## config.mk

```make
export PLATFORM = sky130hd
export DESIGN_NAME = tp_cross_scheduler
export DESIGN_NICKNAME = d
export VERILOG_FILES = /design/src/rtl/tp_cross_scheduler.sv
export SDC_FILE = /design/constraint.sdc
export NUM_CORES = 1
export LEC_CHECK = 0
export BUFFER_PORTS_ARGS = -buffer_cell sky130_fd_sc_hd__buf_4
export CAP_MARGIN = 20
export CORE_MARGIN = 4
export CORE_UTILIZATION = 50
export CTS_CLUSTER_SIZE = 24
export DETAILED_ROUTE_END_ITERATION = 6
export PLACE_DENSITY = 0.85
export SLEW_MARGIN = 20
export SYNTH_ARGS = -nofsm -noshare
export SYNTH_HDL_FRONTEND = slang
export SYNTH_SLANG_ARGS = --single-unit
```

## constraint.sdc

```tcl
create_clock -name clk -period 3.8 [get_ports clk]
set_input_delay 0.38 -clock clk [delete_from_list [all_inputs] [get_ports clk]]
set_output_delay 0.38 -clock clk [all_outputs]
set_load 0.05 [all_outputs]
```

## src/rtl/tp_cross_scheduler.sv

```systemverilog
// tp_cross_scheduler: round-robin share of one tracklet processor between NSRC sector FIFOs.
// Optional watchdog abort of a stalled crossing is built when TP_SCHED_WATCHDOG_EN is defined.
module tp_cross_scheduler #(
    parameter int NSRC        = 4,
    parameter int CNT_W       = 8,
    parameter int SEL_W       = 2,
    parameter int TIMEOUT_CYC = 1024
) (
    input  logic                  clk,
    input  logic                  res,
    input  logic [NSRC-1:0]       src_rdy,
    input  logic [NSRC*CNT_W-1:0] src_cnt,
    output logic [NSRC-1:0]       src_rd_en,
    input  logic                  proc_bsy,
    input  logic                  trk_done,
    output logic                  cntr_ld_en,
    output logic [CNT_W-1:0]      cntr_val,
    output logic                  start_proc,
    output logic [SEL_W-1:0]      src_sel,
    output logic [CNT_W-1:0]      trk_left,
    output logic                  cross_done,
    output logic                  timeout
);
    localparam int NPAD = 2 ** SEL_W;

    typedef enum logic [2:0] {
        S_IDLE, S_TST_BSY, S_RD_FIFO, S_DLY1, S_LD_CNTR, S_RUN, S_DONE
    } state_t;

    state_t           r_state, w_next;
    logic [SEL_W-1:0] r_sel, r_last, w_grant;
    logic [CNT_W-1:0] r_val, r_left, w_cnt;
    logic [NPAD-1:0]  w_rdy;
    logic             w_to;

    if (NPAD < NSRC || NSRC < 2 || TIMEOUT_CYC < 2) begin : g_bad_cfg
        $error("tp_cross_scheduler: SEL_W too narrow for NSRC, or TIMEOUT_CYC < 2");
    end

    assign w_rdy = NPAD'(src_rdy);

    // pick the first ready source above the last grant, wrapping; the smallest offset wins
    always_comb begin
        int j;
        j       = 0;
        w_grant = '0;
        for (int k = NSRC; k >= 1; k--) begin
            j = int'(r_last) + k;
            if (j >= NSRC) j = j - NSRC;
            if (w_rdy[SEL_W'(j)]) w_grant = SEL_W'(j);
        end
    end

    // count word of the granted source
    always_comb begin
        w_cnt = '0;
        for (int i = 0; i < NSRC; i++)
            if (r_sel == SEL_W'(i)) w_cnt = src_cnt[i*CNT_W +: CNT_W];
    end

`ifdef TP_SCHED_WATCHDOG_EN
    localparam int WD_W = $clog2(TIMEOUT_CYC) + 1;
    logic [WD_W-1:0] r_wd;

    // cycles since RUN entry or since the last consumed tracklet
    always_ff @(posedge clk or posedge res) begin
        if (res) r_wd <= '0;
        else if (r_state == S_LD_CNTR || trk_done) r_wd <= '0;
        else if (r_state == S_RUN) r_wd <= r_wd + 1'b1;
    end

    assign w_to = (r_state == S_RUN) && !trk_done && (r_wd == WD_W'(TIMEOUT_CYC - 1));
`else
    assign w_to = 1'b0;
`endif

    // next-state decode
    always_comb begin
        w_next = r_state;
        case (r_state)
            S_IDLE:    w_next = |src_rdy ? S_TST_BSY : S_IDLE;
            S_TST_BSY: w_next = !w_rdy[r_sel] ? S_IDLE : (!proc_bsy ? S_RD_FIFO : S_TST_BSY);
            S_RD_FIFO: w_next = S_DLY1;
            S_DLY1:    w_next = S_LD_CNTR;
            S_LD_CNTR: w_next = (r_left == '0) ? S_DONE : S_RUN;
            S_RUN:     w_next = (w_to || (trk_done && r_left == CNT_W'(1))) ? S_DONE : S_RUN;
            S_DONE:    w_next = S_IDLE;
            default:   w_next = S_IDLE;
        endcase
    end

    // state, grant, pointer and tracklet bookkeeping; the count word is captured on entry to LD_CNTR
    always_ff @(posedge clk or posedge res) begin
        if (res) begin
            r_state <= S_IDLE;
            r_sel   <= '0;
            r_last  <= SEL_W'(NSRC - 1);
            r_val   <= '0;
            r_left  <= '0;
        end else begin
            r_state <= w_next;
            if (r_state == S_IDLE && |src_rdy) r_sel <= w_grant;
            if (r_state == S_DLY1) begin
                r_val  <= w_cnt;
                r_left <= w_cnt;
            end else if (w_to) begin
                r_left <= '0;
            end else if (r_state == S_RUN && trk_done) begin
                r_left <= r_left - 1'b1;
            end
            if (r_state == S_DONE) r_last <= r_sel;
        end
    end

    assign src_rd_en  = (r_state == S_RD_FIFO) ? (NSRC'(1) << r_sel) : '0;
    assign cntr_ld_en = (r_state == S_LD_CNTR);
    assign start_proc = (r_state == S_LD_CNTR);
    assign cross_done = (r_state == S_DONE);
    assign cntr_val   = r_val;
    assign trk_left   = r_left;
    assign src_sel    = r_sel;
    assign timeout    = w_to;
endmodule

```

==> summary.md, run 1 <==
| Metric | Value |
|---|---|
| First-pass GRT wire length | `5809 µm` |
| Core Region | `2758 µm²` |
| Number of instances in the placed design | `234` |
| PwrDens | `823.6 nW/µm²` |
| Number of gates resized after cts | `0` |
| CTS Buffer Depth | `2` |
| Data required time at the worst endpoint | `3.42 ns` |
| Final instance count without filler cells | `238` |
| RSZ-0062 raised after global routing | `false` |
| Internal reg-to-reg setup slack | `1.92 ns` |
| Max capacitance violation total | `0` |
| Clock insertion delay at the later pin of the skew report | `0.32 ns` |
| Number of hold buffers added after CTS | `0` |
| Mean area per synthesized cell | `9.682 µm²` |
| Post-synthesis instance area | `1443 µm²` |
| Max-Slew Margin vs Limit | `40.74%` |
| Synthesized netlist net count | `192` |
| Area share of the largest cell type after synthesis | `36.43%` |
| Total setup buffers inserted after CTS | `0` |
| Maximum fanout along the worst path | `10` |
| P_leak | `0.0009849 µW` |
| Antenna-violating nets left | `0` |
| Post-placement cell area | `1898 µm²` |
| Yosys reg bits | `23` |
| Routed length per placed instance | `16.35 µm` |
| Final routed wirelength across all metal layers | `3892 µm` |
| Maximum number of pins on one net before global-route repair | `24` |
| Worst reg-to-reg path cell count | `4` |
| Number of primary I/O pins | `66` |
| Final cell area excluding filler cells | `1926 µm²` |
| Effective utilization at floorplan | `52.31%` |
| Count of unresolved DRC violations after routing | `0` |
| Critical path's slowest cell | `sky130_fd_sc_hd__dfrtp_1` |
| Maximum single-stage delay on the critical path | `0.49 ns` |
| Overall die height | `61.72 µm` |
| Peak supply drop | `0.8403 mV` |
| Number of antenna repair diodes | `0` |
| Cells taking the most area after synthesis | `sky130_fd_sc_hd__dfrtp_1 36%, sky130_fd_sc_hd__mux4_2 12%, sky130_fd_sc_hd__nand2_1 8.8%, sky130_fd_sc_hd__o21ai_0 3.8%, sky130_fd_sc_hd__dfstp_2 3.6%` |
| Capture point of the worst reg-to-reg path | `r_state[1]$_DFF_PP0_` |
| Drt via density | `5.689` |
| Post-route setup TNS | `0 ns` |
| Clock tree from TritonCTS | `built` |
| Starting DRT DRC Count | `56` |
| Worst path bufs/invs | `1` |
| Global-route usage over all layers | `21.10%` |
| Number of setup violations in the final report | `0` |
| Critical Path End Type | `primary output` |
| Result of the run | `finished clean` |
| Std cell rows | `19` |
| Worst path top cell family by delay | `simple AND/OR/NAND/NOR gates` |
| Path type of the worst min-delay path | `input port to async pin` |
| Synth-to-Final Area Change | `33.48%` |
| Minimum clock period after layout | `2.118 ns` |
| Final hold vios | `0` |
| Port bufs | `64` |
| Kind of critical path | `register to primary output` |
| Max-slew violation count | `0` |
| Die width | `61.72 µm` |
| Antenna violations before repair | `0` |
| Total congestion overflow after global routing | `0` |
| Worst path arrival time | `1.74 ns` |
| Count of distinct cell types in the synthesized netlist | `38` |
| Gp weighted congestion | `0.8683` |
| Clock-pin transition on the worst setup and hold timing paths | `0.14 ns` |
| Cells after Synth | `149` |
| Worst-margin pin slew | `0.8879 ns` |
| Die area | `3809 µm²` |
| Worst r2r src | `src_sel[1]$_DFFE_PP0P_` |
| Vias | `1354` |
| Yosys synthesis warning count | `0` |
| Final critical-path share of the clock period | `55.75%` |
| Worst Clk Skew | `0.01341 ns` |
| Max frequency | `472.1 MHz` |
| Launching element type of the critical path | `register` |
| DR pass1 iterations | `4` |
| Cell with the most instances on the worst path | `sky130_fd_sc_hd__nor2b_1` |
| Nets@finish | `251` |
| CTS H-Tree Depth | `1` |
| Placed wire-length estimate | `3066 µm` |
| Clock Tree Root | `sky130_fd_sc_hd__clkbuf_4` |
| Seq/Total Area, Yosys | `40.07%` |
| Vias in the first global route | `1299` |
| TritonCTS buffer count | `3` |
| Layout cells sized above 1 | `39.13%` |
| Number of sinks on the clock net | `23` |
| Synth area leader | `sky130_fd_sc_hd__dfrtp_1` |
| Critical path cell sequence | `nor2b_1 -> nor2b_1 -> nor3b_1 -> buf_4` |
==> cell usage after synthesis <==
cell,instances
sky130_fd_sc_hd__buf_6,1
sky130_fd_sc_hd__o211a_1,1
sky130_fd_sc_hd__nor2_1,10
sky130_fd_sc_hd__dfstp_2,2
sky130_fd_sc_hd__a2bb2oi_1,1
sky130_fd_sc_hd__o211ai_1,1
sky130_fd_sc_hd__o21ai_0,11
sky130_fd_sc_hd__and3_1,2
sky130_fd_sc_hd__nand3_1,4
sky130_fd_sc_hd__xor2_1,5
sky130_fd_sc_hd__conb_1,1
sky130_fd_sc_hd__nor3b_1,1
sky130_fd_sc_hd__inv_1,6
sky130_fd_sc_hd__clkbuf_1,2
sky130_fd_sc_hd__o22ai_1,2
sky130_fd_sc_hd__buf_2,3
sky130_fd_sc_hd__nand4_1,1
sky130_fd_sc_hd__o31a_1,1
sky130_fd_sc_hd__mux4_1,1
sky130_fd_sc_hd__ha_1,3
sky130_fd_sc_hd__or4_1,1
sky130_fd_sc_hd__nand2b_1,3
sky130_fd_sc_hd__dfrtp_1,21
sky130_fd_sc_hd__mux2_2,2
sky130_fd_sc_hd__nor3_1,1
sky130_fd_sc_hd__nor2b_1,4
sky130_fd_sc_hd__mux4_2,8
sky130_fd_sc_hd__nand2_1,34
sky130_fd_sc_hd__mux2i_1,1
sky130_fd_sc_hd__nor4_1,2
sky130_fd_sc_hd__a21oi_1,2
sky130_fd_sc_hd__xnor2_1,1
sky130_fd_sc_hd__buf_4,4
sky130_fd_sc_hd__and4b_1,1
sky130_fd_sc_hd__a211o_1,1
sky130_fd_sc_hd__and3b_1,2
sky130_fd_sc_hd__a31o_2,1
sky130_fd_sc_hd__nand3b_1,1
==> placed cells by master (no fill, tap or decap), types with 3 or more instances in the layout <==
cell type                  count
sky130_fd_sc_hd__nor2b_1       4
sky130_fd_sc_hd__o21ai_0      11
sky130_fd_sc_hd__nand2_1      34
sky130_fd_sc_hd__dfrtp_1      21
sky130_fd_sc_hd__nor2_1       10
sky130_fd_sc_hd__nand3_1       4
sky130_fd_sc_hd__xor2_1        5
sky130_fd_sc_hd__ha_1          3
sky130_fd_sc_hd__inv_1         6
sky130_fd_sc_hd__mux4_2        8
sky130_fd_sc_hd__clkbuf_4      3
sky130_fd_sc_hd__nand2b_1      3
sky130_fd_sc_hd__buf_4        64
==> kinds of logic (layout without fill, tap and decap cells) <==
group / after synthesis / after routing / synth area share, %
AO/OA/AOI/OAI: 21 / 21 / 9.020
XOR/XNOR: 6 / 6 / 3.643
adder cells (fa/ha/maj): 3 / 3 / 2.602
buffers and inverters: 16 / 74 / 5.984
flip-flops: 23 / 23 / 40.07
multiplexers: 12 / 12 / 16.57
other: 1 / 1 / 0.2599
AND/OR/NAND/NOR: 67 / 67 / 21.86
==> final cells by class <==
cell class                      count  area, µm²
Clock inverter                      1      5.005
Fill cell                         211      832.0
Multi-Input combinational cell    110      778.2
Timing Repair Buffer               64      480.5
Tap cell                           31      38.79
Clock buffer                        3      22.52
Inverter                            6      22.52
Sequential cell                    23      578.1
==> registers in the layout, indices dropped and copies added, names as in the netlist <==
register,flops
trk_left,8
cntr_val,8
r_last,2
r_state,3
src_sel,2
==> per-layer routing <==
metal  vias to the layer above  GRT usage [%]  share of wire, %
met4                         0          10.00               2.1
met1                       654          25.03                38
met2                        58          37.22                53
met3                         7          3.306               7.1
li1                        635              -                 -
met5                         -              0                 0
==> worst max-delay path by stage <==
stage,from,to,cells after the start
floorplan,src_sel[1]$_DFFE_PP0P_,src_rd_en[0],3
global placement,src_sel[1]$_DFFE_PP0P_,r_state[1]$_DFF_PP0_,4
detailed placement,src_sel[1]$_DFFE_PP0P_,r_state[1]$_DFF_PP0_,4
CTS,r_state[0]$_DFF_PP0_,src_rd_en[0],4
global route,r_state[0]$_DFF_PP0_,src_rd_en[0],4
finish,r_state[0]$_DFF_PP0_,src_rd_en[0],4
==> stage by stage <==
stage	utilization, %	worst slack [ns]	total power (µW)	hold WS (ns)
floorplan	-	1.280	1207	0.3804
global placement	68.83	2.045	1438	0.4620
detailed placement	68.83	1.952	1474	0.4681
CTS	69.83	1.710	1589	0.2606
global route	69.83	1.515	1683	0.2808
finish	69.83	1.682	1586	0.2276
==> power by group <==
group,internal (µW),leakage (µW),switching [µW]
Clock,39.5,0.0000177,79.5
Sequential,363,0.000279,173
Combinational,350,0.000688,580
Total,753,0.000985,833
==> worst register-to-register path, stage by stage, from the launching register on <==
cell and delay (ns):
sky130_fd_sc_hd__dfrtp_1 0.78, sky130_fd_sc_hd__mux4_2 0.58, sky130_fd_sc_hd__nand2_1 0.10, sky130_fd_sc_hd__nor2_1 0.05, sky130_fd_sc_hd__a211o_1 0.29
No activity file was read; power rests on OpenSTA's default activity.
==> run 2, diff against run 1 <==
- CORE_UTILIZATION: 50 -> 42
- PLACE_DENSITY: 0.85 -> 0.76
- clock period: 3.8 -> 1.9 ns (I/O delays scaled with it)
==> run 2 against run 1 <==
Net effect:
- count of clock-buffer cells in the layout rose by 1
- via count fell by 3.4%
- power rose by 100%
- largest cell class unchanged
- wire length fell by 4.3%
- global-route usage fell by 3.7 points
- sequential cell count did not move
- critical path depth did not move
- worst hold slack got worse by 0.11 ns
- cell count rose by 8.0%
- clock power rose by 92%
==> summary.md, run 2 (same netlist as run 1, synthesis figures left out) <==
| Metric | Value |
|---|---|
| Global-route usage over all layers | `17.44%` |
| Total congestion overflow after global routing | `0` |
| Leading cell type in the layout, fill and taps excluded | `sky130_fd_sc_hd__buf_4` |
| Post-route setup TNS | `0 ns` |
| Worst Clk Skew | `0.01306 ns` |
| Number of setup violations in the final report | `0` |
| Sequential standard cell area | `579.3 µm²` |
| Critical Path End Type | `primary output` |
| Count of unresolved DRC violations after routing | `0` |
| Maximum number of pins on one net before global-route repair | `24` |
| Starting DRT DRC Count | `39` |
| Number of antenna repair diodes | `0` |
| DR pass1 iterations | `4` |
| Internal reg-to-reg setup slack | `0.29 ns` |
| Overall die height | `66.61 µm` |
| Number of sinks on the clock net | `23` |
| Worst r2r src | `trk_left[0]$_DFFE_PP0P_` |
| Layout cells sized above 1 | `41.23%` |
| Max-slew violation count | `0` |
| TritonCTS buffer count | `3` |
| Clock Tree Root | `sky130_fd_sc_hd__clkbuf_4` |
| End of the critical path | `src_rd_en[0]` |
| Die width | `66.61 µm` |
| Minimum clock period after layout | `1.791 ns` |
| Data required time at the worst endpoint | `1.71 ns` |
| Port bufs | `64` |
| Clock insertion delay at the later pin of the skew report | `0.32 ns` |
| Power, Total | `3202 µW` |
| Max capacitance violation total | `0` |
| Critical path origin | `r_state[0]$_DFF_PP0_` |
| First-pass GRT wire length | `5830 µm` |
| Drt via density | `5.089` |
| Synth-to-Final Area Change | `38.60%` |
| Nets@finish | `255` |
| P_leak | `0.001006 µW` |
| Maximum fanout along the worst path | `10` |
| Number of primary I/O pins | `66` |
| Number of instances in the placed design | `252` |
| Antenna violations before repair | `0` |
| Kind of critical path | `register to primary output` |
| Final critical-path share of the clock period | `94.27%` |
| Number of fill cells | `301` |
| Routed length per placed instance | `14.50 µm` |
| Worst reg-to-reg path cell count | `6` |
| Std cell rows | `21` |
| RSZ-0062 raised after global routing | `false` |
| Placed wire-length estimate | `2903 µm` |
| Vias in the first global route | `1243` |
| Final routed wirelength across all metal layers | `3726 µm` |
| Hold Worst Slack | `0.1143 ns` |
| Die area | `4436 µm²` |
| Gp weighted congestion | `0.8418` |
| Launching element type of the critical path | `register` |
| Effective utilization at floorplan | `43.23%` |
| Core Region | `3337 µm²` |
| CTS H-Tree Depth | `1` |
| PwrDens | `1602 nW/µm²` |
| CTS Buffer Depth | `2` |
| Worst path arrival time | `1.60 ns` |
| Clock-pin transition on the worst setup and hold timing paths | `0.13 ns` |
| Max frequency | `558.3 MHz` |
| Clock tree from TritonCTS | `built` |
| Antenna-violating nets left | `0` |
| Vias | `1308` |
| Final hold vios | `0` |
| Final instance count without filler cells | `257` |
| Most frequent cells in the layout | `66 x sky130_fd_sc_hd__buf_4, 34 x sky130_fd_sc_hd__nand2_1, 20 x sky130_fd_sc_hd__dfrtp_1, 11 x sky130_fd_sc_hd__o21ai_0, 9 x sky130_fd_sc_hd__nor2_1` |
| Path type of the worst min-delay path | `input port to register` |
| Combined area of the multi-input logic cells | `788.3 µm²` |
| Capture point of the worst reg-to-reg path | `r_state[1]$_DFF_PP0_` |
| Peak supply drop | `0.6851 mV` |
| Result of the run | `finished clean` |
| Util after Layout | `59.92%` |
run 2: cell types whose count changed in the layout (fill, tap and decap cells not counted):
cell                            before  now
sky130_fd_sc_hd__nor3b_2             0    1
sky130_fd_sc_hd__clkbuf_1            0    1
sky130_fd_sc_hd__nor2b_2             0    1
sky130_fd_sc_hd__nor2_1             10    9
sky130_fd_sc_hd__dfrtp_1            21   20
sky130_fd_sc_hd__nor2_2              0    1
sky130_fd_sc_hd__buf_12              0    1
sky130_fd_sc_hd__dfrtp_2             0    1
sky130_fd_sc_hd__nor3b_1             1    0
sky130_fd_sc_hd__nor2b_1             4    3
sky130_fd_sc_hd__buf_4              64   66
sky130_fd_sc_hd__clkinv_2            1    0
sky130_fd_sc_hd__dlygate4sd3_1       0    1
run 2: per-stage QoR:
step	cell area (µm²)	worst slack, ns
2_1_floorplan	1450	0.04868
3_3_place_gp	1959	0.3630
3_5_place_dp	1959	0.3416
4_1_cts	1998	0.06631
5_1_grt	1999	0.02154
6_report	1999	0.1088
run 2: per-layer routing:
layer	up-vias	track usage [%]	part of all wire [%]
met5	-	0	0
met4	0	5.330	0.91
met3	4	3.204	6.0
met2	45	27.35	47
met1	621	24.38	46
li1	638	-	-
run 2: how the worst min path moves through the flow:
stage | endpoint | from | cells after the start | slack, ns
2_1_floorplan | cntr_val[0]$_DFFE_PP0P_ | res | 1 | 0.19
3_3_place_gp | src_sel[0]$_DFFE_PP0P_ | res | 3 | 0.26
3_5_place_dp | r_state[1]$_DFF_PP0_ | res | 3 | 0.26
4_1_cts | r_state[0]$_DFF_PP0_ | proc_bsy | 3 | 0.11
5_1_grt | r_state[0]$_DFF_PP0_ | proc_bsy | 3 | 0.14
6_report | r_state[0]$_DFF_PP0_ | proc_bsy | 3 | 0.11
run 2: area by class of cell:
type / count / area share [%]
inverter: 6 / 1.126
tap: 46 / 2.879
sequential: 23 / 28.97
clock buffer: 4 / 1.314
multi-input combinational: 110 / 39.42
timing repair buffer: 68 / 26.28
run 2: where the power goes:
| group | switching, µW | total (µW) | internal [µW] |
|---|---|---|---|
| Sequential | 262 | 992 | 730 |
| Clock | 147 | 229 | 82.1 |
| Combinational | 1230 | 1980 | 749 |
| Total | 1640 | 3200 | 1560 |
run 2: what timing repair did:
item / in CTS / in global routing
setup endpoints to repair: 3 / 2
buffers inserted: 0 / 0
pin swaps: 0 / 0
resized for setup: 1 / 1
hold buffers: 1 / 0
hold endpoints to repair: 21 / 0
run 2: worst max-delay path: stages (launching register included):
cell	delay [ns]
sky130_fd_sc_hd__dfrtp_2	0.49
sky130_fd_sc_hd__nor2b_1	0.16
sky130_fd_sc_hd__nor2b_2	0.23
sky130_fd_sc_hd__nor3b_2	0.19
sky130_fd_sc_hd__buf_4	0.22
==> run 3, diff against run 2 <==
- CELL_PAD_IN_SITES_DETAIL_PLACEMENT: not set -> 0
- CELL_PAD_IN_SITES_GLOBAL_PLACEMENT: not set -> 2
- CORE_UTILIZATION: 42 -> 24
- PLACE_DENSITY: 0.76 -> not set
- PLACE_DENSITY_LB_ADDON: not set -> 0.1
- SLEW_MARGIN: 20 -> not set
==> run 3 against run 2 <==
Net effect:
- cell count up 11%
- register-to-register slack about the same
- critical path depth unchanged
- power up 3.4%
- critical endpoint unchanged
- largest cell class unchanged
==> summary.md, run 3 (same netlist as run 1, synthesis figures left out) <==
| Metric | Value |
|---|---|
| Effective utilization at floorplan | `25.42%` |
| Post-route setup TNS | `0 ns` |
| Layout cells sized above 1 | `41.78%` |
| Maximum single-stage delay on the critical path | `0.46 ns` |
| Number of stages on the worst hold path | `3` |
| Destination of the worst hold path | `r_state[0]$_DFF_PP0_` |
| Die area | `7315 µm²` |
| Port bufs | `64` |
| Worst path bufs/invs | `1` |
| Final critical-path share of the clock period | `92.68%` |
| First-pass GRT wire length | `7203 µm` |
| Critical path's slowest cell | `sky130_fd_sc_hd__dfrtp_1` |
| Data required time at the worst endpoint | `1.71 ns` |
| Util after Layout | `36.22%` |
| Drt via density | `4.618` |
| Nets@finish | `257` |
| Gp weighted congestion | `0.7678` |
| Result of the run | `finished clean` |
| Number of primary I/O pins | `66` |
| Max capacitance violation total | `0` |
| CTS Buffer Depth | `2` |
| Minimum clock period after layout | `1.761 ns` |
| Most frequent cells in the layout | `69 x sky130_fd_sc_hd__buf_4, 34 x sky130_fd_sc_hd__nand2_1, 21 x sky130_fd_sc_hd__dfrtp_1, 11 x sky130_fd_sc_hd__o21ai_0, 9 x sky130_fd_sc_hd__nor2_1` |
| Total setup buffers inserted after CTS | `0` |
| Number of sinks on the clock net | `23` |
| PwrDens | `1610 nW/µm²` |
| Max frequency | `567.9 MHz` |
| RSZ-0062 raised after global routing | `false` |
| Worst reg-to-reg path cell count | `6` |
| Worst-margin pin slew | `0.5528 ns` |
| Total congestion overflow after global routing | `0` |
| Capture point of the worst reg-to-reg path | `r_state[1]$_DFF_PP0_` |
| Leading cell type in the layout, fill and taps excluded | `sky130_fd_sc_hd__buf_4` |
| Peak supply drop | `0.5700 mV` |
| Placed wire-length estimate | `3509 µm` |
| Vias | `1316` |
| Global-route usage over all layers | `12.24%` |
| Worst path arrival time | `1.57 ns` |
| CTS H-Tree Depth | `1` |
| Routed length per placed instance | `15.48 µm` |
| Antenna violations before repair | `0` |
| Int Pwr | `1627 µW` |
| Part of the total power dissipated in combinational logic | `61.0%` |
| Origin of the worst min-delay path | `proc_bsy` |
| Antenna-violating nets left | `0` |
| Worst r2r src | `trk_left[0]$_DFFE_PP0P_` |
| Overall die height | `85.53 µm` |
| Path type of the worst min-delay path | `input port to register` |
| Launching element type of the critical path | `register` |
| Clock insertion delay at the later pin of the skew report | `0.27 ns` |
| DR pass1 iterations | `4` |
| Count of unresolved DRC violations after routing | `0` |
| Starting DRT DRC Count | `32` |
| Core Region | `5675 µm²` |
| Synth-to-Final Area Change | `42.50%` |
| Maximum number of pins on one net before global-route repair | `24` |
| Clock-pin transition on the worst setup and hold timing paths | `0.10 ns` |
| Critical path cell sequence | `nor2b_1 -> nor2b_2 -> nor3b_2 -> buf_4` |
| Std cell rows | `27` |
| Final hold vios | `0` |
| Critical Path End Type | `primary output` |
| Max-slew violation count | `0` |
| Sequential cell fraction of total power | `29.2%` |
| Switching part of the total | `50.85%` |
| Vias in the first global route | `1476` |
| TritonCTS buffer count | `3` |
| Internal reg-to-reg setup slack | `0.29 ns` |
| Final instance count without filler cells | `285` |
| Final routed wirelength across all metal layers | `4411 µm` |
| Kind of critical path | `register to primary output` |
| Net switching component of the power | `1683 µW` |
| Maximum fanout along the worst path | `8` |
| Clock Tree Root | `sky130_fd_sc_hd__clkbuf_8` |
| Clock Power Share | `9.8%` |
| Number of antenna repair diodes | `0` |
| Worst Clk Skew | `0.009577 ns` |
| P_leak | `0.001017 µW` |
| Number of instances in the placed design | `280` |
| Number of setup violations in the final report | `0` |
| Worst path top cell family by delay | `simple AND/OR/NAND/NOR gates` |
| Max-Slew Margin vs Limit | `63.04%` |
| Clock tree from TritonCTS | `built` |
| Die width | `85.53 µm` |
[run 3: changes by cell type in the layout (fill, tap and decap cells not counted), sizes merged]
cell	change
clkbuf	-1
clkinvlp	+1
buf	+2
[run 3: worst max-delay path by stage]
stage	end	cells past startpoint	start
floorplan	src_rd_en[0]	3	src_sel[1]$_DFFE_PP0P_
global placement	r_state[1]$_DFF_PP0_	6	trk_left[0]$_DFFE_PP0P_
detailed placement	r_state[1]$_DFF_PP0_	6	trk_left[0]$_DFFE_PP0P_
CTS	src_rd_en[0]	4	r_state[0]$_DFF_PP0_
global route	src_rd_en[0]	4	r_state[1]$_DFF_PP0_
finish	src_rd_en[0]	4	r_state[1]$_DFF_PP0_
[run 3: stage by stage]
stage          hold slack [ns]  instance area [µm²]  worst slack (ns)  total power, µW
4_1_cts                 0.1723                 2053           0.05189             3377
3_5_place_dp            0.2734                 1994            0.2914             3042
3_3_place_gp            0.2780                 1994            0.3644             3019
5_1_grt                 0.1916                 2056           0.03750             3568
6_report                0.1743                 2056            0.1391             3310
2_1_floorplan           0.1904                 1450           0.04868             2421
[run 3: layout make-up]
class	instances	area [µm²]
Clock inverter	1	7.507
Fill cell	608	3620
Timing Repair Buffer	70	528.0
Sequential cell	23	578.1
Tap cell	72	90.09
Multi-Input combinational cell	110	788.3
Clock buffer	3	41.29
Inverter	6	22.52
[run 3: per-layer routing]
metal	vias up	track usage [%]	wire, µm
met5	-	0	0
met4	0	2.158	25
met3	2	2.402	196
met2	31	22.32	2348
met1	642	15.04	1839
li1	641	-	-
[run 3: what timing repair did]
action	CTS	global route
hold buffers	1	0
endpoints found under the setup margin	0	1
hold endpoints to repair	21	0
gates resized for setup	0	1
[run 3: power by group through the flow]
stage	clock network, µW	registers, µW	logic (µW)
2_1_floorplan	0	1540	878
3_3_place_gp	0	978	2040
3_5_place_dp	0	986	2060
4_1_cts	339	975	2060
5_1_grt	353	1020	2200
6_report	323	967	2020
[run 3: worst min-delay path, cell delays in order]
cell	delay [ns]
sky130_fd_sc_hd__buf_4	0.11
sky130_fd_sc_hd__nand2_1	0.05
sky130_fd_sc_hd__o21ai_0	0.06
